<file path="src/rtl/lynx_pkg.sv">
// Shared constants and types for the Lynx clock-enable logic.
// CPU divider ratios and the speed-mode encoding used by the enable generator.
package lynx_pkg;

    localparam int CPU_DIV_4M = 12;
    localparam int CPU_DIV_6M = 8;
    localparam int CC_BITS    = 4;

    typedef enum logic {
        SPEED_4M = 1'b0,
        SPEED_6M = 1'b1
    } speed_t;

    function automatic logic [CC_BITS-1:0] cpu_div(input speed_t spd);
        return (spd == SPEED_6M) ? CC_BITS'(CPU_DIV_6M) : CC_BITS'(CPU_DIV_4M);
    endfunction

endpackage

</file>
<file path="src/rtl/enables_if.sv">
// Control inputs and enable/reset outputs of the clock-enable generator.
// master drives the requests; slave is the enables block itself.
interface enables_if;

    logic turbo;
    logic hold;
    logic rreq;
    logic ce12M;
    logic ce6M;
    logic cpuPe;
    logic cpuNe;
    logic speed;
    logic rst;

    modport master (
        output turbo, hold, rreq,
        input  ce12M, ce6M, cpuPe, cpuNe, speed, rst
    );

    modport slave (
        input  turbo, hold, rreq,
        output ce12M, ce6M, cpuPe, cpuNe, speed, rst
    );

endinterface

</file>
<file path="src/rtl/enables_rststretch.sv">
// Power-on / soft-reset stretcher: a saturating counter whose
// not-yet-saturated state is the stretched system reset.
module rststretch #(
    parameter int POR_BITS = 16
) (
    input  logic clock,
    input  logic reset,
    input  logic rreq,
    output logic rst
);

    logic [POR_BITS-1:0] por_reg;
    logic [POR_BITS-1:0] por_next;

    always_ff @(posedge clock or posedge reset) begin
        if (reset) begin
            por_reg <= '0;
        end else begin
            por_reg <= por_next;
        end
    end

    // A soft-reset request restarts the stretch even while counting.
    always_comb begin
        por_next = por_reg;
        if (rreq) begin
            por_next = '0;
        end else if (!(&por_reg)) begin
            por_next = por_reg + 1'b1;
        end
    end

    assign rst = ~(&por_reg);

endmodule

</file>
<file path="src/rtl/enables.sv">
// Video pixel/fetch enables, switchable 4/6 MHz CPU edge enables with freeze,
// and the stretched system reset, all derived from the 48 MHz clock.
module enables
    import lynx_pkg::*;
#(
    parameter int POR_BITS = 16
) (
    input  logic     clock,
    input  logic     reset,
    enables_if.slave bus
);

    logic [2:0]         vc_reg;
    logic [2:0]         vc_next;
    logic [CC_BITS-1:0] cc_reg;
    logic [CC_BITS-1:0] cc_next;
    speed_t             speed_reg;
    speed_t             speed_next;

    logic [CC_BITS-1:0] div_n;
    logic [CC_BITS-1:0] cc_last;
    logic [CC_BITS-1:0] cc_half;

    assign div_n   = cpu_div(speed_reg);
    assign cc_last = div_n - 4'd1;
    assign cc_half = (div_n >> 1) - 4'd1;

    // State register
    always_ff @(posedge clock or posedge reset) begin
        if (reset) begin
            vc_reg    <= '0;
            cc_reg    <= '0;
            speed_reg <= SPEED_4M;
        end else begin
            vc_reg    <= vc_next;
            cc_reg    <= cc_next;
            speed_reg <= speed_next;
        end
    end

    // Next state: speed may only change at a wrap so a CPU period is never cut short.
    always_comb begin
        vc_next    = vc_reg + 3'd1;
        cc_next    = cc_reg;
        speed_next = speed_reg;
        if (!bus.hold) begin
            if (cc_reg == cc_last) begin
                cc_next    = '0;
                speed_next = speed_t'(bus.turbo);
            end else begin
                cc_next = cc_reg + 4'd1;
            end
        end
    end

    // Outputs decoded straight from registered state; hold only masks CPU edges.
    always_comb begin
        bus.ce12M = &vc_reg[1:0];
        bus.ce6M  = &vc_reg;
        bus.cpuPe = !bus.hold && (cc_reg == cc_half);
        bus.cpuNe = !bus.hold && (cc_reg == cc_last);
        bus.speed = speed_reg;
    end

    rststretch #(
        .POR_BITS(POR_BITS)
    ) u_rststretch (
        .clock(clock),
        .reset(reset),
        .rreq (bus.rreq),
        .rst  (bus.rst)
    );

endmodule
</file>
<file path="src/flat_wrapper.sv">
// flat-port wrapper written by rule: the top's interface ports become plain ports
module enables_flat import lynx_pkg::*;
#(
    parameter int POR_BITS = 16
)
  (clock, reset, bus_turbo, bus_hold, bus_rreq, bus_ce12M, bus_ce6M, bus_cpuPe, bus_cpuNe, bus_speed, bus_rst);
  enables_if bus_i ();
  input  logic clock;
  input  logic reset;
  input wire logic [$bits(bus_i.turbo)-1:0] bus_turbo;
  input wire logic [$bits(bus_i.hold)-1:0] bus_hold;
  input wire logic [$bits(bus_i.rreq)-1:0] bus_rreq;
  output wire logic [$bits(bus_i.ce12M)-1:0] bus_ce12M;
  output wire logic [$bits(bus_i.ce6M)-1:0] bus_ce6M;
  output wire logic [$bits(bus_i.cpuPe)-1:0] bus_cpuPe;
  output wire logic [$bits(bus_i.cpuNe)-1:0] bus_cpuNe;
  output wire logic [$bits(bus_i.speed)-1:0] bus_speed;
  output wire logic [$bits(bus_i.rst)-1:0] bus_rst;
  assign bus_i.turbo = bus_turbo;
  assign bus_i.hold = bus_hold;
  assign bus_i.rreq = bus_rreq;
  assign bus_ce12M = bus_i.ce12M;
  assign bus_ce6M = bus_i.ce6M;
  assign bus_cpuPe = bus_i.cpuPe;
  assign bus_cpuNe = bus_i.cpuNe;
  assign bus_speed = bus_i.speed;
  assign bus_rst = bus_i.rst;
  enables #(.POR_BITS(POR_BITS)) u_core (.clock(clock), .reset(reset), .bus(bus_i));
endmodule
</file>
<file path="config.mk">
export PLATFORM = sky130hd
export DESIGN_NAME = enables_flat
export DESIGN_NICKNAME = d
export VERILOG_FILES = /design/src/rtl/lynx_pkg.sv /design/src/rtl/enables_if.sv /design/src/rtl/enables_rststretch.sv /design/src/rtl/enables.sv /design/src/flat_wrapper.sv
export SDC_FILE = /design/constraint.sdc
export NUM_CORES = 1
export LEC_CHECK = 0
export CELL_PAD_IN_SITES_DETAIL_PLACEMENT = 2
export CELL_PAD_IN_SITES_GLOBAL_PLACEMENT = 2
export CORE_MARGIN = 10
export CORE_UTILIZATION = 36
export DETAILED_ROUTE_END_ITERATION = 16
export PLACE_DENSITY_LB_ADDON = 0.1
export SYNTH_ARGS = -nofsm -noshare
export SYNTH_HDL_FRONTEND = slang
export SYNTH_HIERARCHICAL = 1
export SYNTH_SLANG_ARGS = --single-unit
</file>
<file path="constraint.sdc">
create_clock -name clock -period 2.1 [get_ports clock]
set_clock_uncertainty 0.15 [all_clocks]
set_input_delay 0.21 -clock clock [delete_from_list [all_inputs] [get_ports clock]]
set_output_delay 0.21 -clock clock [all_outputs]
set_load 0.01 [all_outputs]
</file>
==> results of run 1 <==
layer usage:
metal	track usage, %	vias up	share of wire, %
met2	19.5	4	50
met3	2.12	2	1.8
met4	3.17	0	0.60
li1	-	529	-
met1	15.0	583	48
met5	0	-	0
synth_stat cells, drive strengths merged:
| cell | instances |
|---|---|
| a2111oi | 1 |
| a211oi | 2 |
| a21o | 1 |
| a21oi | 10 |
| a31o | 1 |
| a31oi | 1 |
| a41o | 1 |
| a41oi | 1 |
| and2 | 2 |
| and3 | 4 |
| and3b | 1 |
| and4 | 4 |
| buf | 2 |
| clkbuf | 1 |
| dfrtp | 24 |
| ha | 4 |
| inv | 5 |
| mux2 | 1 |
| mux2i | 1 |
| nand2 | 4 |
| nand2b | 3 |
| nand3 | 6 |
| nand3b | 1 |
| nand4 | 4 |
| nand4b | 1 |
| nor2 | 12 |
| nor2b | 1 |
| nor3 | 5 |
| nor4 | 1 |
| nor4b | 1 |
| nor4bb | 1 |
| o21ai | 7 |
| o31ai | 2 |
| or2 | 1 |
| or3 | 5 |
| or3b | 1 |
| or4 | 1 |
| xnor2 | 3 |
| xor2 | 3 |
power breakdown:
group          switching, uW  leakage (uW)  internal [uW]
registers               62.2      0.000311            508
logic                    112      0.000383            118
clock network            136     0.0000216            128
path summary, 6_finish.rpt:
kind	start	end	slack (ps)
worst max-delay path	u_core/bus.speed	bus_cpuNe	130
worst min register to register	u_core/vc_reg[0]	u_core/vc_reg[0]	290
worst max register to register	u_core/u_rststretch/por_reg[10]	u_core/u_rststretch/por_reg[14]	280
worst min-delay path	reset	u_core/vc_reg[0]	70
max in group asynchronous	reset	u_core/u_rststretch/por_reg[12]	1110
min in group clock	u_core/vc_reg[0]	u_core/vc_reg[0]	290
worst register-to-register path, delay by kind of cell, from the launching register on:
kind                   cells  cell delay [ps]
and+or+nand+nor            1              270
DFF                        1              430
AOI/OAI and AO/OA          3              710
buffers and inverters      1              160
final cells by class:
cell class	instances	share of cell area [%]
flip-flops and latches	24	37.4
inverters	5	1.16
multi-input cells	98	43.4
well taps	46	3.55
repair buffers	23	12.0
clock buffers	3	2.55
kinds of logic after synthesis:
| group | synth area share, % |
|---|---|
| and+or+nand+nor | 29.3 |
| AOI/OAI and AO/OA | 13.6 |
| DFF | 45.4 |
| buffers and inverters | 2.36 |
| xor gates and xnor gates | 3.97 |
| adders and majority gates | 3.78 |
| muxes | 1.61 |
metrics by stage:
stage	hold slack [ps]	total power (uW)	cells	utilization [%]	worst slack [ps]
3_5_place_dp	280	814	190	44.2	13.7
5_1_grt	101	1150	199	47.1	27.0
2_1_floorplan	-124	707	130	-	421
6_report	73.1	1070	199	47.1	125
4_1_cts	92.4	1080	199	47.1	91.2
3_3_place_gp	262	792	190	44.2	115
what timing repair did:
item | in CTS | in global routing
resized for setup | 9 | 0
endpoints found under the setup margin | 3 | 0
buffers inserted | 6 | 0
endpoints found under the hold margin | 0 | 0
==> summary.txt, run 1 <==
Layout
  – Most common cell after layout, fill and taps aside: dfrtp_1
  – N_diodes: 0
  – Area of the multi-input gates: approximately 700 um2
  – Largest register FFs: 16
  – Register area: 606 um2
  – Area growth syn-to-layout: 22.4%
  – Share of layout cells above drive strength 1: a little over a fifth
  – # nets final: between 150 and 200
  – Finished Cell Area: about 0.0016 mm2
  – Most frequent cells in the layout: dfrtp_1 (20), buf_4 (13), nor2_1 (12), a21oi_1 (9), clkdlybuf4s50_1 (7)
  – Fill cells: 384

Placed design
  – Placed cell area: between 0.0015 and 0.002 mm2
  – IO Port Bufs: 10
  – GP Congestion: between 0.7 and 0.8
  – Hpwl dp: 2590 um

Clocking
  – CTS Sinks: 24
  – CTS buffer count: 3
  – Htree depth: 1
  – Clk buf depth: 2
  – CTS Root Cell: clkbuf_8
  – Clock latency on the worst-skew pair: between 200 and 300 ps
  – CTS tree: built
  – Reg clk slew, reported paths: roughly 80 ps
  – Cts hold-fix bufs: 0

Route
  – Drt drc: 0
  – Iteration-0 DRC Markers: 46
  – Final ANT Viol Nets: 0
  – Vias: around 1100
  – Final WL: ~3500 um
  – Via density: between 5 and 6
  – Initial DRT Pass Iterations: 4
  – Wire length per cell: ~18 um

Setup path
  – Worst path max stage delay: 460 ps
  – CP cell instances: or3b_1 -> a21oi_2 -> dlygate4sd2_1
  – Critical Path AT: 1610 ps
  – Worst-case reg-to-reg path depth: 5
  – CP Max Fanout: 8
  – Buffers & Inverters on Critical Path: 1
  – Worst path slowest cell: dfrtp_2
  – Cell family with the largest share of critical-path delay: flip-flops
  – Crit path kind: flip-flop to primary output
  – Critical path capture point type: primary output
  – Critical path depth in cells: 3
  – Startpoint Class: flip-flop
  – Worst path required time: approximately 1700 ps

Synthesis
  – Synth area leaders: dfrtp_1 (45%), ha_1 (3.8%), a21oi_1 (3.4%)
  – Synthesized instance count: 130
  – Largest area contributor in the netlist: dfrtp_1
  – Share of the synthesized area in the top cell type: 45.4%
  – Synth warn: 6
  – Synthesized flop and latch total: 24
  – Mapped Nets: about 140
  – Post-synth cell types: between 40 and 50
  – Mapped cell area: about 0.0013 mm2
  – Avg Inst Size Synth: a little over 10 um2
  – Sequential area share after synthesis: between 40% and 50%

STA
  – Slew HR: a little under three fifths
  – RSZ-0062 raised after global routing: no
  – Setup TNS: 0 ps
  – Slew Viols, Final: 0
  – Count of final setup violators: 0
  – Final period util: between 90% and 100%
  – Post-layout min period: roughly 2000 ps
  – Final Hold Viols: 0
  – Worst-Margin Slew: 662 ps
  – Highest clock rate: 506 MHz

Floorplanning
  – Die width: ~81 um
  – Row count: 21
  – Io pins: 11
  – Die ar.: ~0.0065 mm2
  – Die Y: around 80 um
  – Starting Density: about two fifths
  – Core Box Area: ~0.0034 mm2

Power and ir drop
  – Peak supply drop: 0.383 mV
  – LEAKAGE: 0.000715 uW
  – Pwr/cell area: between 600 and 700 mW/mm2

Flow run
  – Max_cap viols: 0

Global routing
  – Vias in the first global route: between 1000 and 1500
  – Initial antenna violation count: 0
  – GRT Overall Usage: around an eighth
  – First-pass GRT wire length: 6080 um
  – Congestion Overflow GR: 0
  – Pin count of the biggest net entering global routing: 17

Outcome
  – Status: finished clean

Min path
  – Hold Crit Class: input pin to async pin
(Power assumes the default switching activity.)
==> run 2, diff against run 1 <==
- CAP_MARGIN: unset -> 20
==> results of run 2 <==
No change in the layout: final DEF, timing and power equal those of run 1.
==> variant 1 (flow settings as in run 1) <==
Reset style: synchronous (`reset`), changed in 2 clocked blocks.
--- a/src/rtl/enables_rststretch.sv
+++ b/src/rtl/enables_rststretch.sv
@@ -14,3 +14,3 @@
 
-    always_ff @(posedge clock or posedge reset) begin
+    always_ff @(posedge clock) begin
         if (reset) begin
--- a/src/rtl/enables.sv
+++ b/src/rtl/enables.sv
@@ -28,3 +28,3 @@
     // State register
-    always_ff @(posedge clock or posedge reset) begin
+    always_ff @(posedge clock) begin
         if (reset) begin
Behaviour: differs if reset is asserted again (counterexample within 4 cycles, from zero or initial values and one cycle with reset high); with reset held inactive, the same outputs for 10 cycles.
==> variant 1 against run 1 <==
Final area is 7.0% lower. Register-to-register slack lost 0.18 ns. Wire length up 2.9%. Maximum frequency is 1.1% lower. Utilization decreased by 1.9 points. Worst setup slack worse by 0.021 ns. Via count rose by 1.3%. Global-route usage rose by 0.57 points. Sequential cell count unchanged. Area after synthesis shrank 6.5%. Critical endpoint is now u_core/u_rststretch/por_reg[1]. Highest routed layer unchanged.
Power is not compared: it rests on default switching activity, and its combinational part moved more than twofold at a synthesized area within 25%.
==> variant 1: results (changes against run 1) <==
stage;metric;value;unit;change
clocking;clock-pin slew on the worst setup and hold paths;0.13;ns;+0.05 ns
outcome;outcome;completed;;
routing;DR WL met2;1900;um;+9.2%
clocking;root buffer cell;clkbuf_4;;
placed_design;post-placement cell count;192;;+1.1%
power_and_ir_drop;Worst VDD drop;0.212;mV;
clocking;post-CTS setup buffer count;0;;-6
synth;asr flop ratio synth;0;;-1.00
layout;bufs w/o clock;22;;-4.3%
routing;drt initial violations;42;;-8.7%
worst_setup_path;slowest stage delay, CP;0.43;ns;-0.03 ns
synth;area leader, netlist;dfxtp_1;;
worst_setup_path;CP max-delay cell;nor4_4;;
layout;Multi-In Gates;97;;-1.0%
synth;syn_nets;138;;-0.72%
global_routing;vias in the first global route;1235;;+0.24%
routing;routed wl met3;72;um;+13%
global_routing;largest net degree at the start of global routing;15;;-2
global_routing;Total GRT Usage;0.123;;+0.00565
sta;fin crit period;2.00;ns;+0.0212 ns
layout;Data buffer area share;0.121;;+0.00157
worst_setup_path;delay-heaviest family, CP;simple AND/OR/NAND/NOR gates;;
layout;filler instances;384;;unchanged
synth;Yosys cell types;51;;+8.5%
global_routing;met1 usage;0.144;;-0.00609
placed_design;Final HPWL DP;2540;um;-2.1%
placed_design;Placed Area;0.00145;sq mm;-4.7%
synth;Seq/Total Area, Yosys;0.388;;-0.0654
routing;Routed WL;3590;um;+2.9%
worst_setup_path;R2R depth;7;;+2
worst_setup_path;critical path fanouts, max;14;;+6
worst_setup_path;Worst Path Arrival;2.06;ns;+0.45 ns
placed_design;GPL Wtd Cong;0.724;;-1.1%
global_routing;met3 Use GR;0.0216;;+0.000482
layout;register area;493;sq um;-19%
synth;top cells by area, synth;dfxtp_1, ha_1, a21oi_1, mux2i_1, a31oi_1;;
layout;Layout clock area frac;0.0150;;-0.0105
routing;via count;1133;;+1.3%
clocking;post_cts resized;11;;+2
placed_design;Placement Setup Slack;0.0398;ns;+0.0262 ns
layout;fraction of area in multi-input gates;0.485;;+0.0511
sta;Slew headroom;0.708;;+0.150
global_routing;M2 GR Usage;0.217;;+0.0220
clocking;clk_lat worst skew;0.32;ns;+0.06 ns
layout;Final nets;161;;-1.8%
die;Horiz. Die Dim;78.6;um;-2.5%
global_routing;first-pass GRT wire length;6270;um;+3.2%
synth;Post-synth top cells;dfxtp_1, a21oi_1, nor2_1, nand2_1;;
worst_setup_path;CP Launch Point;u_core/u_rststretch/por_reg[0];;
synth;Mapped Cells;129;;-0.77%
layout;sequential cell area share;0.327;;-0.0465
routing;wire per inst;18.3;um;+4.4%
layout;share of layout cells above drive strength 1;0.267;;+0.0510
min_path;HP Class;flop to flop;;
==> variant 1: changes by cell type after synthesis, moves of 3 or more <==
cell | run 1 | this run
dfxtp_1 | 0 | 24
and3_1 | 4 | 0
mux2i_1 | 1 | 4
dfrtp_1 | 24 | 0
nor2b_1 | 1 | 4
nand2_1 | 4 | 7
nor2_1 | 12 | 8
nand2b_1 | 3 | 0
a31oi_1 | 1 | 5
==> variant 1: logic make-up after synthesis <==
| logic type | share of synthesized area |
|---|---|
| flip-flops | 0.388 |
| XOR/XNOR | 0.0212 |
| multiplexers | 0.0324 |
| adder cells (fa/ha/maj) | 0.0404 |
| buffers and inverters | 0.0384 |
| AO/OA/AOI/OAI | 0.180 |
| AND/OR/NAND/NOR | 0.299 |
==> variant 1: power breakdown <==
part,leakage (nW),switching [mW],total [mW],internal [mW]
Combinational,0.316,0.0281,0.0581,0.0301
Sequential,0.198,0.0111,0.476,0.465
Clock,0.0138,0.143,0.210,0.0673
Total,0.527,0.182,0.744,0.562
==> variant 2 (flow settings as in run 1) <==
Made on the original files. Set the package constant `CC_BITS` to 6 (it was 4).
--- a/src/rtl/lynx_pkg.sv
+++ b/src/rtl/lynx_pkg.sv
@@ -6,3 +6,3 @@
     localparam int CPU_DIV_6M = 8;
-    localparam int CC_BITS    = 4;
+    localparam int CC_BITS    = 6;
 
Check against the original RTL: same outputs for any inputs over 10 cycles, from zero or initial values and one cycle with reset high; that may be too few to reach the edited logic, so the function may still have changed.
==> variant 2 against run 1 <==
Wire length increased by 17%. Maximum frequency increased by 1.0%. Sequential cell count increased by 2. Cell count increased by 15%. Area after synthesis increased by 11%. Largest power group unchanged. Combinational power increased by 40%. Worst setup slack improved by 0.019 ns. Global-route usage increased by 0.43 points. Total power increased by 26%. Final area increased by 14%.
==> variant 2: results (changes against run 1) <==
stage;metric;value;unit;change
synth;asr flop ratio synth;1.00;;unchanged
routing;vias per cell;5.50;;-2.1%
synth;Post-synth top cells;dfrtp_1, nand2_1, nand3_1, a21oi_1, inv_1;;
global_routing;largest net degree at the start of global routing;17;;unchanged
power_and_ir_drop;Worst VDD drop;0.361;mV;-5.9%
placed_design;Placed Area;0.00173;sq mm;+14%
synth;Seq/Total Area, Yosys;0.443;;-0.0111
global_routing;vias in the first global route;1441;;+17%
global_routing;Total GRT Usage;0.121;;+0.00431
layout;Final Non-Filler Cells;228;;+15%
layout;flip-flop count of the largest register after layout;16;;unchanged
synth;top cells by area, synth;dfrtp_1, ha_1, nand3_1, a21oi_1, nand2_1;;
placed_design;GPL Wtd Cong;0.750;;+2.4%
power_and_ir_drop;Pleak;0.808;nW;+13%
layout;register area;653;sq um;+7.9%
clocking;clk_lat worst skew;0.27;ns;
min_path;HP Class;primary input to asynchronous set/reset pin;;
clocking;number of buffers created by CTS;3;;unchanged
placed_design;post-placement cell count;220;;+16%
layout;filler instances;442;;+15%
sta;Slew @ Worst Pin;0.668;ns;+0.00540 ns
clocking;post-CTS setup buffer count;4;;-2
layout;share of layout cells above drive strength 1;0.247;;+0.0315
outcome;outcome;completed;;
layout;ant diodes;0;;unchanged
synth;syn_nets;156;;+12%
synth;Avg Cell Area, Syn;10.0;sq um;-1.8%
synth;Yosys cell types;47;;unchanged
global_routing;initial antenna violation count;0;;unchanged
synth;YS warnings;6;;unchanged
routing;wire per inst;18.0;um;+2.3%
routing;drt pass-1 iters;4;;unchanged
clocking;clock-pin slew on the worst setup and hold paths;0.10;ns;+0.02 ns
placed_design;Final HPWL DP;3030;um;+17%
routing;drt initial violations;62;;+35%
layout;Final nets;188;;+15%
worst_setup_path;critical path fanouts, max;5;;-3
clocking;post_cts resized;9;;unchanged
power_and_ir_drop;Psw;0.391;mW;+26%
global_routing;first-pass GRT wire length;7180;um;+18%
==> variant 2: changes by cell type in the layout (fill, tap and decap cells not counted), moves of 4 or more <==
cell / run 1 / this run
buf_4: 13 / 20
nor2_1: 12 / 7
nand3_1: 6 / 10
nand2_1: 4 / 10
dfrtp_1: 20 / 24
o41ai_1: 0 / 4
inv_1: 5 / 9
==> variant 2: power groups by stage <==
stage | clock network (mW) | registers, mW | logic (mW)
final | 0.427 | 0.598 | 0.323
after global routing | 0.459 | 0.607 | 0.368
after CTS | 0.436 | 0.593 | 0.323
after floorplan | 0 | 0.604 | 0.165
after global placement | 0 | 0.598 | 0.290
after detailed placement | 0 | 0.604 | 0.313
==> variant 2: final cells by class <==
type                            instances  share of cell area
Multi-Input combinational cell        109               0.425
Sequential cell                        26               0.355
Clock inverter                          1              0.0163
Inverter                                9              0.0183
Clock buffer                            3              0.0224
Timing Repair Buffer                   30               0.130
Tap cell                               50              0.0340
==> variant 2: layer usage <==
layer / global-route usage / part of all wire / wire length [um]
met2: 0.226 / 0.53 / 2180
met1: 0.140 / 0.44 / 1820
met3: 0.0254 / 0.020 / 82
met4: 0.0183 / 0.0037 / 15
met5: 0 / 0 / 0
==> variant 2: logic make-up (layout without fill, tap and decap cells) <==
kind of cell | after synthesis | after routing | share of synthesized area
AO/OA/AOI/OAI | 33 | 33 | 0.156
XOR/XNOR | 5 | 5 | 0.0298
adder cells (fa/ha/maj) | 4 | 4 | 0.0340
buffers and inverters | 12 | 43 | 0.0383
flip-flops | 26 | 26 | 0.443
multiplexers | 3 | 3 | 0.0204
AND/OR/NAND/NOR | 64 | 64 | 0.279
==> variant 2: final timing paths <==
check	start	to	slack, ns	cells after the start
worst min register to register	u_core/vc_reg[0]	u_core/vc_reg[0]	0.28	1
max in group asynchronous	reset	u_core/u_rststretch/por_reg[8]	1.13	2
worst max-delay path	u_core/u_rststretch/por_reg[4]	u_core/u_rststretch/por_reg[13]	0.14	5
min in group clock	u_core/vc_reg[0]	u_core/vc_reg[0]	0.28	1
worst min-delay path	reset	u_core/vc_reg[0]	0.09	2
worst max register to register	u_core/u_rststretch/por_reg[4]	u_core/u_rststretch/por_reg[13]	0.14	5
==> variant 2: per-stage QoR <==
stage / worst slack [ns] / hold WS, ns / total power, mW
2_1_floorplan: 0.319 / -0.0998 / 0.769
3_3_place_gp: -0.116 / 0.262 / 0.888
3_5_place_dp: -0.134 / 0.270 / 0.917
4_1_cts: 0.00320 / 0.100 / 1.35
5_1_grt: 0.0345 / 0.111 / 1.43
6_report: 0.145 / 0.0870 / 1.35
==> variant 2: worst max-delay path, stage by stage, from the launching register on <==
cell and delay, ns:
dfrtp_1 0.46, nand4_2 0.17, buf_4 0.19, nor3_1 0.21
or4b_1 0.46, a21oi_1 0.22
